## src/rtl/mem_bus_arbiter_if.sv

```systemverilog
`default_nettype none
// ============================================================================
//  Module      : mem_bus_arbiter_if
//  Description : Signal bundle between the fetch/data requesters, the
//                mem_bus_arbiter and the single-ported memory bus.
//                master = arbiter side, slave = requester/bus environment.
//  Revision    : 1.0 - initial release
// ============================================================================
interface mem_bus_arbiter_if #(
    parameter int ADDR_W = 32,
    parameter int DATA_W = 32
);
    // fetch requester
    logic              if_req_i;
    logic [ADDR_W-1:0] if_addr_i;
    logic [DATA_W-1:0] if_rdata_o;
    logic              if_ack_o;
    // data requester
    logic              d_req_i;
    logic              d_we_i;
    logic [ADDR_W-1:0] d_addr_i;
    logic [3:0]        d_sel_i;
    logic [DATA_W-1:0] d_wdata_i;
    logic [DATA_W-1:0] d_rdata_o;
    logic              d_ack_o;
    // external memory bus
    logic              bus_req_o;
    logic              bus_we_o;
    logic [ADDR_W-1:0] bus_addr_o;
    logic [3:0]        bus_sel_o;
    logic [DATA_W-1:0] bus_wdata_o;
    logic [DATA_W-1:0] bus_rdata_i;
    logic              bus_ack_i;
    // pipeline control / status
    logic              stall_req_if_o;
    logic              stall_req_mem_o;
    logic              err_o;

    modport master (
        input  if_req_i, if_addr_i,
        output if_rdata_o, if_ack_o,
        input  d_req_i, d_we_i, d_addr_i, d_sel_i, d_wdata_i,
        output d_rdata_o, d_ack_o,
        output bus_req_o, bus_we_o, bus_addr_o, bus_sel_o, bus_wdata_o,
        input  bus_rdata_i, bus_ack_i,
        output stall_req_if_o, stall_req_mem_o, err_o
    );

    modport slave (
        output if_req_i, if_addr_i,
        input  if_rdata_o, if_ack_o,
        output d_req_i, d_we_i, d_addr_i, d_sel_i, d_wdata_i,
        input  d_rdata_o, d_ack_o,
        input  bus_req_o, bus_we_o, bus_addr_o, bus_sel_o, bus_wdata_o,
        output bus_rdata_i, bus_ack_i,
        input  stall_req_if_o, stall_req_mem_o, err_o
    );
endinterface
`default_nettype wire

```

## src/rtl/mem_bus_arbiter.sv

```systemverilog
`default_nettype none
// ============================================================================
//  Module      : mem_bus_arbiter
//  Description : Two-requester (fetch / data) arbiter onto one req/ack memory
//                bus. One transaction per grant, alternating priority when
//                both requesters are pending, data wins ties by default.
//                Optional watchdog: define MEM_BUS_ARB_TIMEOUT_EN.
//  Revision    : 1.0 - initial release
// ============================================================================
module mem_bus_arbiter #(
    parameter int ADDR_W         = 32,
    parameter int DATA_W         = 32,
    parameter int TIMEOUT_CYCLES = 255,
    parameter int CNT_W          = 8
) (
    input  logic                clk,
    input  logic                Rst_n,
    mem_bus_arbiter_if.master   mbi
);

    typedef enum logic [1:0] {
        IDLE   = 2'd0,
        D_WAIT = 2'd1,
        I_WAIT = 2'd2
    } state_t;

    typedef enum logic {
        GRANT_FETCH = 1'b0,
        GRANT_DATA  = 1'b1
    } grant_t;

    state_t            r_state,     w_state_nxt;
    grant_t            r_last,      w_last_nxt;
    logic              r_bus_req,   w_bus_req_nxt;
    logic              r_bus_we,    w_bus_we_nxt;
    logic [ADDR_W-1:0] r_bus_addr,  w_bus_addr_nxt;
    logic [3:0]        r_bus_sel,   w_bus_sel_nxt;
    logic [DATA_W-1:0] r_bus_wdata, w_bus_wdata_nxt;
    logic              r_if_ack,    w_if_ack_nxt;
    logic [DATA_W-1:0] r_if_rdata,  w_if_rdata_nxt;
    logic              r_d_ack,     w_d_ack_nxt;
    logic [DATA_W-1:0] r_d_rdata,   w_d_rdata_nxt;

    logic w_grant_d;
    logic w_grant_if;
    logic w_timeout;

    // Data wins a tie unless it won the previous grant, so neither side starves
    assign w_grant_d  = mbi.d_req_i & (~mbi.if_req_i | (r_last == GRANT_FETCH));
    assign w_grant_if = mbi.if_req_i & ~w_grant_d;

    // State and output registers; reset drops any in-flight transaction
    always_ff @(posedge clk or negedge Rst_n) begin
        if (!Rst_n) begin
            r_state     <= IDLE;
            r_last      <= GRANT_FETCH;
            r_bus_req   <= 1'b0;
            r_bus_we    <= 1'b0;
            r_bus_addr  <= '0;
            r_bus_sel   <= 4'h0;
            r_bus_wdata <= '0;
            r_if_ack    <= 1'b0;
            r_if_rdata  <= '0;
            r_d_ack     <= 1'b0;
            r_d_rdata   <= '0;
        end else begin
            r_state     <= w_state_nxt;
            r_last      <= w_last_nxt;
            r_bus_req   <= w_bus_req_nxt;
            r_bus_we    <= w_bus_we_nxt;
            r_bus_addr  <= w_bus_addr_nxt;
            r_bus_sel   <= w_bus_sel_nxt;
            r_bus_wdata <= w_bus_wdata_nxt;
            r_if_ack    <= w_if_ack_nxt;
            r_if_rdata  <= w_if_rdata_nxt;
            r_d_ack     <= w_d_ack_nxt;
            r_d_rdata   <= w_d_rdata_nxt;
        end
    end

    // Next-state: arbitrate in IDLE, hold the bus in WAIT until ack or timeout
    always_comb begin
        w_state_nxt     = r_state;
        w_last_nxt      = r_last;
        w_bus_req_nxt   = r_bus_req;
        w_bus_we_nxt    = r_bus_we;
        w_bus_addr_nxt  = r_bus_addr;
        w_bus_sel_nxt   = r_bus_sel;
        w_bus_wdata_nxt = r_bus_wdata;
        w_if_ack_nxt    = 1'b0;
        w_if_rdata_nxt  = '0;
        w_d_ack_nxt     = 1'b0;
        w_d_rdata_nxt   = '0;

        unique case (r_state)
            IDLE: begin
                if (w_grant_d) begin
                    w_state_nxt     = D_WAIT;
                    w_last_nxt      = GRANT_DATA;
                    w_bus_req_nxt   = 1'b1;
                    w_bus_we_nxt    = mbi.d_we_i;
                    w_bus_addr_nxt  = mbi.d_addr_i;
                    w_bus_sel_nxt   = mbi.d_sel_i;
                    w_bus_wdata_nxt = mbi.d_wdata_i;
                end else if (w_grant_if) begin
                    w_state_nxt     = I_WAIT;
                    w_last_nxt      = GRANT_FETCH;
                    w_bus_req_nxt   = 1'b1;
                    w_bus_we_nxt    = 1'b0;
                    w_bus_addr_nxt  = mbi.if_addr_i;
                    w_bus_sel_nxt   = 4'hF;
                    w_bus_wdata_nxt = '0;
                end
            end
            D_WAIT: begin
                if (mbi.bus_ack_i) begin
                    w_state_nxt   = IDLE;
                    w_bus_req_nxt = 1'b0;
                    w_d_ack_nxt   = 1'b1;
                    w_d_rdata_nxt = r_bus_we ? '0 : mbi.bus_rdata_i;
                end else if (w_timeout) begin
                    w_state_nxt   = IDLE;
                    w_bus_req_nxt = 1'b0;
                    w_d_ack_nxt   = 1'b1;
                end
            end
            I_WAIT: begin
                if (mbi.bus_ack_i) begin
                    w_state_nxt    = IDLE;
                    w_bus_req_nxt  = 1'b0;
                    w_if_ack_nxt   = 1'b1;
                    w_if_rdata_nxt = mbi.bus_rdata_i;
                end else if (w_timeout) begin
                    w_state_nxt   = IDLE;
                    w_bus_req_nxt = 1'b0;
                    w_if_ack_nxt  = 1'b1;
                end
            end
            default: begin
                w_state_nxt   = IDLE;
                w_bus_req_nxt = 1'b0;
            end
        endcase
    end

`ifdef MEM_BUS_ARB_TIMEOUT_EN
    logic [CNT_W-1:0] r_wait_cnt;
    logic             r_err;

    // Unacked WAIT cycles; held at zero in IDLE so each wait starts fresh
    always_ff @(posedge clk or negedge Rst_n) begin
        if (!Rst_n) begin
            r_wait_cnt <= '0;
        end else if (r_state == IDLE) begin
            r_wait_cnt <= '0;
        end else if (!mbi.bus_ack_i) begin
            r_wait_cnt <= r_wait_cnt + CNT_W'(1);
        end
    end

    // A real ack on the limit cycle takes precedence over the timeout
    assign w_timeout = (r_state != IDLE) && !mbi.bus_ack_i &&
                       (r_wait_cnt == CNT_W'(TIMEOUT_CYCLES - 1));

    // Sticky error flag, cleared only by reset
    always_ff @(posedge clk or negedge Rst_n) begin
        if (!Rst_n) begin
            r_err <= 1'b0;
        end else if (w_timeout) begin
            r_err <= 1'b1;
        end
    end

    assign mbi.err_o = r_err;
`else
    assign w_timeout = 1'b0;
    assign mbi.err_o = 1'b0;
`endif

    assign mbi.bus_req_o       = r_bus_req;
    assign mbi.bus_we_o        = r_bus_we;
    assign mbi.bus_addr_o      = r_bus_addr;
    assign mbi.bus_sel_o       = r_bus_sel;
    assign mbi.bus_wdata_o     = r_bus_wdata;
    assign mbi.if_ack_o        = r_if_ack;
    assign mbi.if_rdata_o      = r_if_rdata;
    assign mbi.d_ack_o         = r_d_ack;
    assign mbi.d_rdata_o       = r_d_rdata;
    assign mbi.stall_req_if_o  = mbi.if_req_i & ~r_if_ack;
    assign mbi.stall_req_mem_o = mbi.d_req_i & ~r_d_ack;

endmodule
`default_nettype wire

```

## src/flat_wrapper.sv

```systemverilog
// flat-port wrapper written by rule: the top's interface ports become plain ports
module mem_bus_arbiter_flat 
#(
    parameter int ADDR_W         = 32,
    parameter int DATA_W         = 32,
    parameter int TIMEOUT_CYCLES = 255,
    parameter int CNT_W          = 8
)
  (clk, Rst_n, mbi_if_req_i, mbi_if_addr_i, mbi_if_rdata_o, mbi_if_ack_o, mbi_d_req_i, mbi_d_we_i, mbi_d_addr_i, mbi_d_sel_i, mbi_d_wdata_i, mbi_d_rdata_o, mbi_d_ack_o, mbi_bus_req_o, mbi_bus_we_o, mbi_bus_addr_o, mbi_bus_sel_o, mbi_bus_wdata_o, mbi_bus_rdata_i, mbi_bus_ack_i, mbi_stall_req_if_o, mbi_stall_req_mem_o, mbi_err_o);
  mem_bus_arbiter_if #(.ADDR_W(ADDR_W), .DATA_W(DATA_W)) mbi_i ();
  input  logic clk;
  input  logic Rst_n;
  input wire logic [$bits(mbi_i.if_req_i)-1:0] mbi_if_req_i;
  input wire logic [$bits(mbi_i.if_addr_i)-1:0] mbi_if_addr_i;
  output wire logic [$bits(mbi_i.if_rdata_o)-1:0] mbi_if_rdata_o;
  output wire logic [$bits(mbi_i.if_ack_o)-1:0] mbi_if_ack_o;
  input wire logic [$bits(mbi_i.d_req_i)-1:0] mbi_d_req_i;
  input wire logic [$bits(mbi_i.d_we_i)-1:0] mbi_d_we_i;
  input wire logic [$bits(mbi_i.d_addr_i)-1:0] mbi_d_addr_i;
  input wire logic [$bits(mbi_i.d_sel_i)-1:0] mbi_d_sel_i;
  input wire logic [$bits(mbi_i.d_wdata_i)-1:0] mbi_d_wdata_i;
  output wire logic [$bits(mbi_i.d_rdata_o)-1:0] mbi_d_rdata_o;
  output wire logic [$bits(mbi_i.d_ack_o)-1:0] mbi_d_ack_o;
  output wire logic [$bits(mbi_i.bus_req_o)-1:0] mbi_bus_req_o;
  output wire logic [$bits(mbi_i.bus_we_o)-1:0] mbi_bus_we_o;
  output wire logic [$bits(mbi_i.bus_addr_o)-1:0] mbi_bus_addr_o;
  output wire logic [$bits(mbi_i.bus_sel_o)-1:0] mbi_bus_sel_o;
  output wire logic [$bits(mbi_i.bus_wdata_o)-1:0] mbi_bus_wdata_o;
  input wire logic [$bits(mbi_i.bus_rdata_i)-1:0] mbi_bus_rdata_i;
  input wire logic [$bits(mbi_i.bus_ack_i)-1:0] mbi_bus_ack_i;
  output wire logic [$bits(mbi_i.stall_req_if_o)-1:0] mbi_stall_req_if_o;
  output wire logic [$bits(mbi_i.stall_req_mem_o)-1:0] mbi_stall_req_mem_o;
  output wire logic [$bits(mbi_i.err_o)-1:0] mbi_err_o;
  assign mbi_i.if_req_i = mbi_if_req_i;
  assign mbi_i.if_addr_i = mbi_if_addr_i;
  assign mbi_if_rdata_o = mbi_i.if_rdata_o;
  assign mbi_if_ack_o = mbi_i.if_ack_o;
  assign mbi_i.d_req_i = mbi_d_req_i;
  assign mbi_i.d_we_i = mbi_d_we_i;
  assign mbi_i.d_addr_i = mbi_d_addr_i;
  assign mbi_i.d_sel_i = mbi_d_sel_i;
  assign mbi_i.d_wdata_i = mbi_d_wdata_i;
  assign mbi_d_rdata_o = mbi_i.d_rdata_o;
  assign mbi_d_ack_o = mbi_i.d_ack_o;
  assign mbi_bus_req_o = mbi_i.bus_req_o;
  assign mbi_bus_we_o = mbi_i.bus_we_o;
  assign mbi_bus_addr_o = mbi_i.bus_addr_o;
  assign mbi_bus_sel_o = mbi_i.bus_sel_o;
  assign mbi_bus_wdata_o = mbi_i.bus_wdata_o;
  assign mbi_i.bus_rdata_i = mbi_bus_rdata_i;
  assign mbi_i.bus_ack_i = mbi_bus_ack_i;
  assign mbi_stall_req_if_o = mbi_i.stall_req_if_o;
  assign mbi_stall_req_mem_o = mbi_i.stall_req_mem_o;
  assign mbi_err_o = mbi_i.err_o;
  mem_bus_arbiter #(.ADDR_W(ADDR_W), .DATA_W(DATA_W), .TIMEOUT_CYCLES(TIMEOUT_CYCLES), .CNT_W(CNT_W)) u_core (.clk(clk), .Rst_n(Rst_n), .mbi(mbi_i));
endmodule
```

## config.mk

```make
export PLATFORM = sky130hd
export DESIGN_NAME = mem_bus_arbiter_flat
export DESIGN_NICKNAME = d
export VERILOG_FILES = /design/src/rtl/mem_bus_arbiter_if.sv /design/src/rtl/mem_bus_arbiter.sv /design/src/flat_wrapper.sv
export SDC_FILE = /design/constraint.sdc
export NUM_CORES = 1
export LEC_CHECK = 0
export CELL_PAD_IN_SITES_DETAIL_PLACEMENT = 0
export CELL_PAD_IN_SITES_GLOBAL_PLACEMENT = 2
export CORE_ASPECT_RATIO = 1.75
export CORE_MARGIN = 2
export CORE_UTILIZATION = 25
export CTS_CLUSTER_DIAMETER = 30
export CTS_CLUSTER_SIZE = 8
export DETAILED_ROUTE_END_ITERATION = 16
export GPL_TIMING_DRIVEN = 0
export PLACE_DENSITY_LB_ADDON = 0.1
export SETUP_SLACK_MARGIN = 0.15
export SLEW_MARGIN = 20
export SYNTH_ARGS = -nofsm -noshare
export SYNTH_HDL_FRONTEND = slang
export SYNTH_SLANG_ARGS = --single-unit
```

## constraint.sdc

```tcl
create_clock -name clk -period 4.57 [get_ports clk]
set_input_delay 1.371 -clock clk [delete_from_list [all_inputs] [get_ports clk]]
set_output_delay 1.371 -clock clk [all_outputs]
set_load 0.02 [all_outputs]
```

Yosys cells after proc, flatten, opt, wreduce, memory -nomap -nowiden
Cells that the tools add are included.
{"block": "classes", "eq_ne": 4, "muxes": 25, "bitwise_logic": 10, "reduce_logical": 5}
{"operator": "two-way mux 32 bit", "n": 9}
{"operator": "two-way mux 1 bit", "n": 9}
{"operator": "two-way mux 4 bit", "n": 2}
{"operator": "two-way mux 2 bit", "n": 3}
{"operator": "NOT 1 bit", "n": 5}
{"operator": "bitwise AND 1 bit", "n": 4}
{"operator": "case mux 2 bit (2 select lines)", "n": 1}
{"operator": "AND reduction 2 bit", "n": 2}
{"operator": "!= test 3 x 1 -> 1 bit, second input constant", "n": 1}
{"operator": "== test 2 x 1 -> 1 bit, second input constant", "n": 1}
{"operator": "== test 2 bit, second input constant", "n": 1}
{"operator": "zero test 2 bit", "n": 1}
{"operator": "!= test 2 x 1 -> 1 bit, second input constant", "n": 1}
{"operator": "case mux 1 bit (2 select lines)", "n": 1}
{"operator": "nonzero test 2 bit", "n": 1}
{"operator": "OR reduction 2 bit", "n": 1}
{"operator": "bitwise OR 1 bit", "n": 1}
{"block": "word_totals", "reg_bits": 139}

Logic depth before layout (Yosys ltp)
{"block": "depth", "word_depth": 8, "ltp_mapped": 7}

Worst setup path after synthesis
OpenSTA, ideal clock, no wires.
{"block": "synth_path", "path_type": "input to output", "start": "input mbi_d_req_i", "end": "output mbi_stall_req_mem_o", "t_arrival_ns": 1.704, "required_time_ns": 3.199, "setup_slack_ns": 1.495, "stages": 2, "path_buffers": 0, "cell_sequence": "inv_1 > nor2_1"}
{"block": "synth_between", "elab_chain_cells": 1}
{"item": "from (decl)", "line_no": "flat_wrapper.sv:17", "source": "input wire logic [$bits(mbi_i.d_req_i)-1:0] mbi_d_req_i;"}
{"item": "bitwise AND 1 bit", "line_no": "mem_bus_arbiter.sv:190", "source": "assign mbi.stall_req_mem_o = mbi.d_req_i & ~r_d_ack;"}
{"item": "to (decl)", "line_no": "flat_wrapper.sv:32", "source": "output wire logic [$bits(mbi_i.stall_req_mem_o)-1:0] mbi_stall_req_mem_o;"}
No other way between the ends.

Final worst setup path
{"block": "layout_path", "start": "input mbi_if_req_i", "end": "output mbi_stall_req_if_o"}
{"block": "layout_between", "elab_chain_cells": 1}
{"item": "from (decl)", "line_no": "flat_wrapper.sv:13", "source": "input wire logic [$bits(mbi_i.if_req_i)-1:0] mbi_if_req_i;"}
{"item": "bitwise AND 1 bit", "line_no": "mem_bus_arbiter.sv:189", "source": "assign mbi.stall_req_if_o = mbi.if_req_i & ~r_if_ack;"}
{"item": "to (decl)", "line_no": "flat_wrapper.sv:31", "source": "output wire logic [$bits(mbi_i.stall_req_if_o)-1:0] mbi_stall_req_if_o;"}
No other way between the ends.

==> flow_summary_export.csv <==
group,metric,value,unit
min_path,holdPathStages,1,
clock_tree,cts.path.max_buffers,2,
routing,drtPass1Iterations,4,
logic_synthesis,yosysUniqueCellTypes,25,
min_path,holdCritPathClass,"reg -> reg",
placed_design,place_congestion,0.702,
routing,dr.first_iter.drc_count,136,
final_layout,n_antenna_cell,0,
final_layout,fin_cells,986,
sta,finalSetupViolations,0,
sta,rsz0062_at_grt,"false",
logic_synthesis,seq_area_frac_synth,0.673,
routing,routed_wl,17700,um
routing,drc_errors,0,
placed_design,dp.cells,954,
global_route,grt_max_degree,89,
worst_setup_path,crit_required,3.20,ns
power_and_ir_drop,ir_drop,0.000268,V
sta,slew_violations,0,
sta,fmax,234,MHz
sta,relSlewSlack,0.661,
job,maxCapViolations,0,
clock_tree,clock-root-buffer,"clkbuf_16",
floorplanning,start_util,0.255,
floorplanning,num_rows,69,
global_route,antenna_found_initial,0,
min_path,min_to,"u_core.mbi.bus_wdata_o[18]",
clock_tree,cts_made_buffers,17,
global_route,grt_pass1_wl,27800,um
power_and_ir_drop,p_per_area,629,mW/mm2
routing,post_drt_via_cell_ratio,4.40,
worst_setup_path,crit_path_end_kind,"primary output",
floorplanning,dieWidth,113,um
min_path,min_from,"u_core.mbi.bus_wdata_o[18]",
worst_setup_path,r2r_cells,7,
worst_setup_path,cp.arrival,2.90,ns
final_layout,final_nets,866,
sta,skew,0.00697,ns
worst_setup_path,crit_slowest_cell,"clkdlybuf4s50_1",
final_layout,syn_to_final_growth,73.3,%
clock_tree,clk_latency,0.43,ns
logic_synthesis,synth_ff_type,"dfrtp_1",
worst_setup_path,r2r-end,"u_core.mbi.bus_addr_o[2]",
sta,hold_violations,0,
logic_synthesis,postSynthAreaPerCell,12.0,um2
logic_synthesis,synthCells,430,
sta,fin_crit,4.27,ns
final_layout,drive_gt1_frac,0.0772,
worst_setup_path,slowest_delay,0.65,ns
clock_tree,htree_levels,4,
logic_synthesis,syn_area,0.00517,mm2
clock_tree,post_cts_buffers,0,
sta,tightestPinTransition,0.508,ns
placed_design,port_buffers,275,
worst_setup_path,path_class,"in -> out",
global_route,grt_usage,0.164,
worst_setup_path,crit_family,"buffers and inverters",
global_route,grt_pass1_vias,4901,
logic_synthesis,async_reset_ff_frac,1.00,
routing,wl_per_cell,18.0,um
sta,hold-worst-slack,0.503,ns
routing,vias,4336,
clock_tree,ctsResizeCount,0,
clock_tree,cts_tree,"built",
worst_setup_path,path_common_cell,"clkdlybuf4s50_1",
sta,fin_crit_sh,0.935,
power_and_ir_drop,total_power,5630,uW
placed_design,dpl_cell_area,0.00826,mm2
global_route,grt_overflow_total,0,
clock_tree,clock-sinks,139,
clock_tree,clkTransAtPathRegs,0.06,ns
worst_setup_path,crit_chain,"clkdlybuf4s50_1 > inv_1 > nor2_1 > clkdlybuf4s50_1",
logic_synthesis,synth-seq-cells,139,
final_layout,postLayoutCellArea,0.00896,mm2
final_layout,nFillCells,1977,
logic_synthesis,synth.net_count,571,
worst_setup_path,critPathLaunchType,"input port",
power_and_ir_drop,p_leak,0.00406,uW
floorplanning,io_pins,277,
floorplanning,die_y,194,um
run_status,outcome,"completed",
logic_synthesis,synth_warnings,0,
clock_tree,ctsHoldBuffers,0,
logic_synthesis,synth_edf_count,0,
worst_setup_path,r2r_slack,2.90,ns
routing,postRouteAntennaNets,0,
worst_setup_path,crit_buf_inv,3,
worst_setup_path,worst-path-max-fanout,7,
worst_setup_path,timing.rr.start,"u_core.r_state[0]",
placed_design,hpwl,13200,um
floorplanning,fp.coreArea,0.0203,mm2
floorplanning,dieArea,0.0219,mm2
## through the flow
step	util	TNS, ns	setup slack [ns]
finish	0.441	0	0.298
global placement	0.406	-493.05	-3.57
CTS	0.441	0	0.264
floorplan	-	0	1.49
global route	0.441	0	0.192
detailed placement	0.407	0	0.280
## layout make-up
class / instances / area (um2) / share of cell area
flip-flops and latches: 139 / 3480 / 0.388
plain buffers: 31 / 188 / 0.0210
clock inverters: 11 / 213 / 0.0237
inverters: 4 / 15.0 / 0.00168
multi-input cells: 256 / 1490 / 0.166
well taps: 248 / 310 / 0.0346
repair buffers: 276 / 2790 / 0.311
clock buffers: 21 / 480 / 0.0536
## how the worst max path moves through the flow
stage / startpoint / cells after the start / slack [ns] / endpoint
CTS: mbi_if_req_i / 4 / 0.26 / mbi_stall_req_if_o
finish: mbi_if_req_i / 4 / 0.30 / mbi_stall_req_if_o
global placement: Rst_n / 1 / -3.57 / u_core.mbi.if_rdata_o[7]
floorplan: mbi_d_req_i / 2 / 1.49 / mbi_stall_req_mem_o
global route: mbi_d_req_i / 4 / 0.19 / mbi_stall_req_mem_o
detailed placement: mbi_if_req_i / 4 / 0.28 / mbi_stall_req_if_o
## placed cells by master, fill, tap and decap left out, types with 5 or more instances in the layout
cell type / n
clkdlybuf4s50_1: 274
dfrtp_1: 139
a21oi_1: 66
nor2_1: 36
nand2_1: 35
and2_1: 34
a22o_1: 33
and3_1: 32
clkbuf_16: 17
clkbuf_1: 11
buf_2: 9
buf_4: 6
bufinv_16: 6
buf_6: 5
o22a_1: 5
## layer usage
layer  vias up  GRT usage  share of wire
met5         -          0              0
met4         0     0.0551          0.016
met3        15     0.0613          0.083
li1       2051          -              -
met2       169      0.300           0.54
met1      2101      0.170           0.36
## report_power, final
part           switching (uW)  total [uW]  internal (uW)  leakage (uW)
Combinational            1170        2230           1060       0.00192
Clock                     544        1620           1080      0.000343
Sequential                184        1780           1600       0.00179
Total                    1900        5630           3740       0.00406
## cell usage after synthesis (5+ instances only)
cell	n	share of area
a21oi_1	66	0.064
a22o_1	33	0.056
and2_1	34	0.041
and3_1	32	0.039
buf_2	9	0.0087
buf_4	6	0.0087
buf_6	5	0.011
clkbuf_1	11	0.0080
dfrtp_1	139	0.67
nand2_1	35	0.025
nor2_1	36	0.026
o22a_1	5	0.0085
## logic make-up (layout without fill, tap and decap cells)
| family | after synthesis | after routing | share of synthesized area |
|---|---|---|---|
| simple gates | 141 | 141 | 0.139 |
| flops | 139 | 139 | 0.673 |
| compound gates | 111 | 111 | 0.140 |
| fa+ha+maj | 3 | 3 | 0.00726 |
| buf+inv | 35 | 343 | 0.0392 |
| other cells | 1 | 1 | 0.000726 |
## worst register-to-register path: stages, from the launching register on
cell and delay (ns):
dfrtp_1 0.38, inv_1 0.10, ha_1 0.32, o21ai_4 0.16
buf_6 0.18, buf_4 0.17, a21oi_1 0.16, a21oi_1 0.09
## registers in the layout (all words and copies together) (netlist names)
register                flops
u_core.mbi.bus_sel_o        4
u_core.mbi.d_ack_o          1
u_core.r_state              2
u_core.mbi.bus_addr_o      32
u_core.mbi.d_rdata_o       32
u_core.mbi.if_rdata_o      32
u_core.mbi.bus_we_o         1
u_core.mbi.if_ack_o         1
u_core.mbi.bus_req_o        1
u_core.mbi.bus_wdata_o     32
u_core.r_last               1
(Power assumes the default switching activity.)
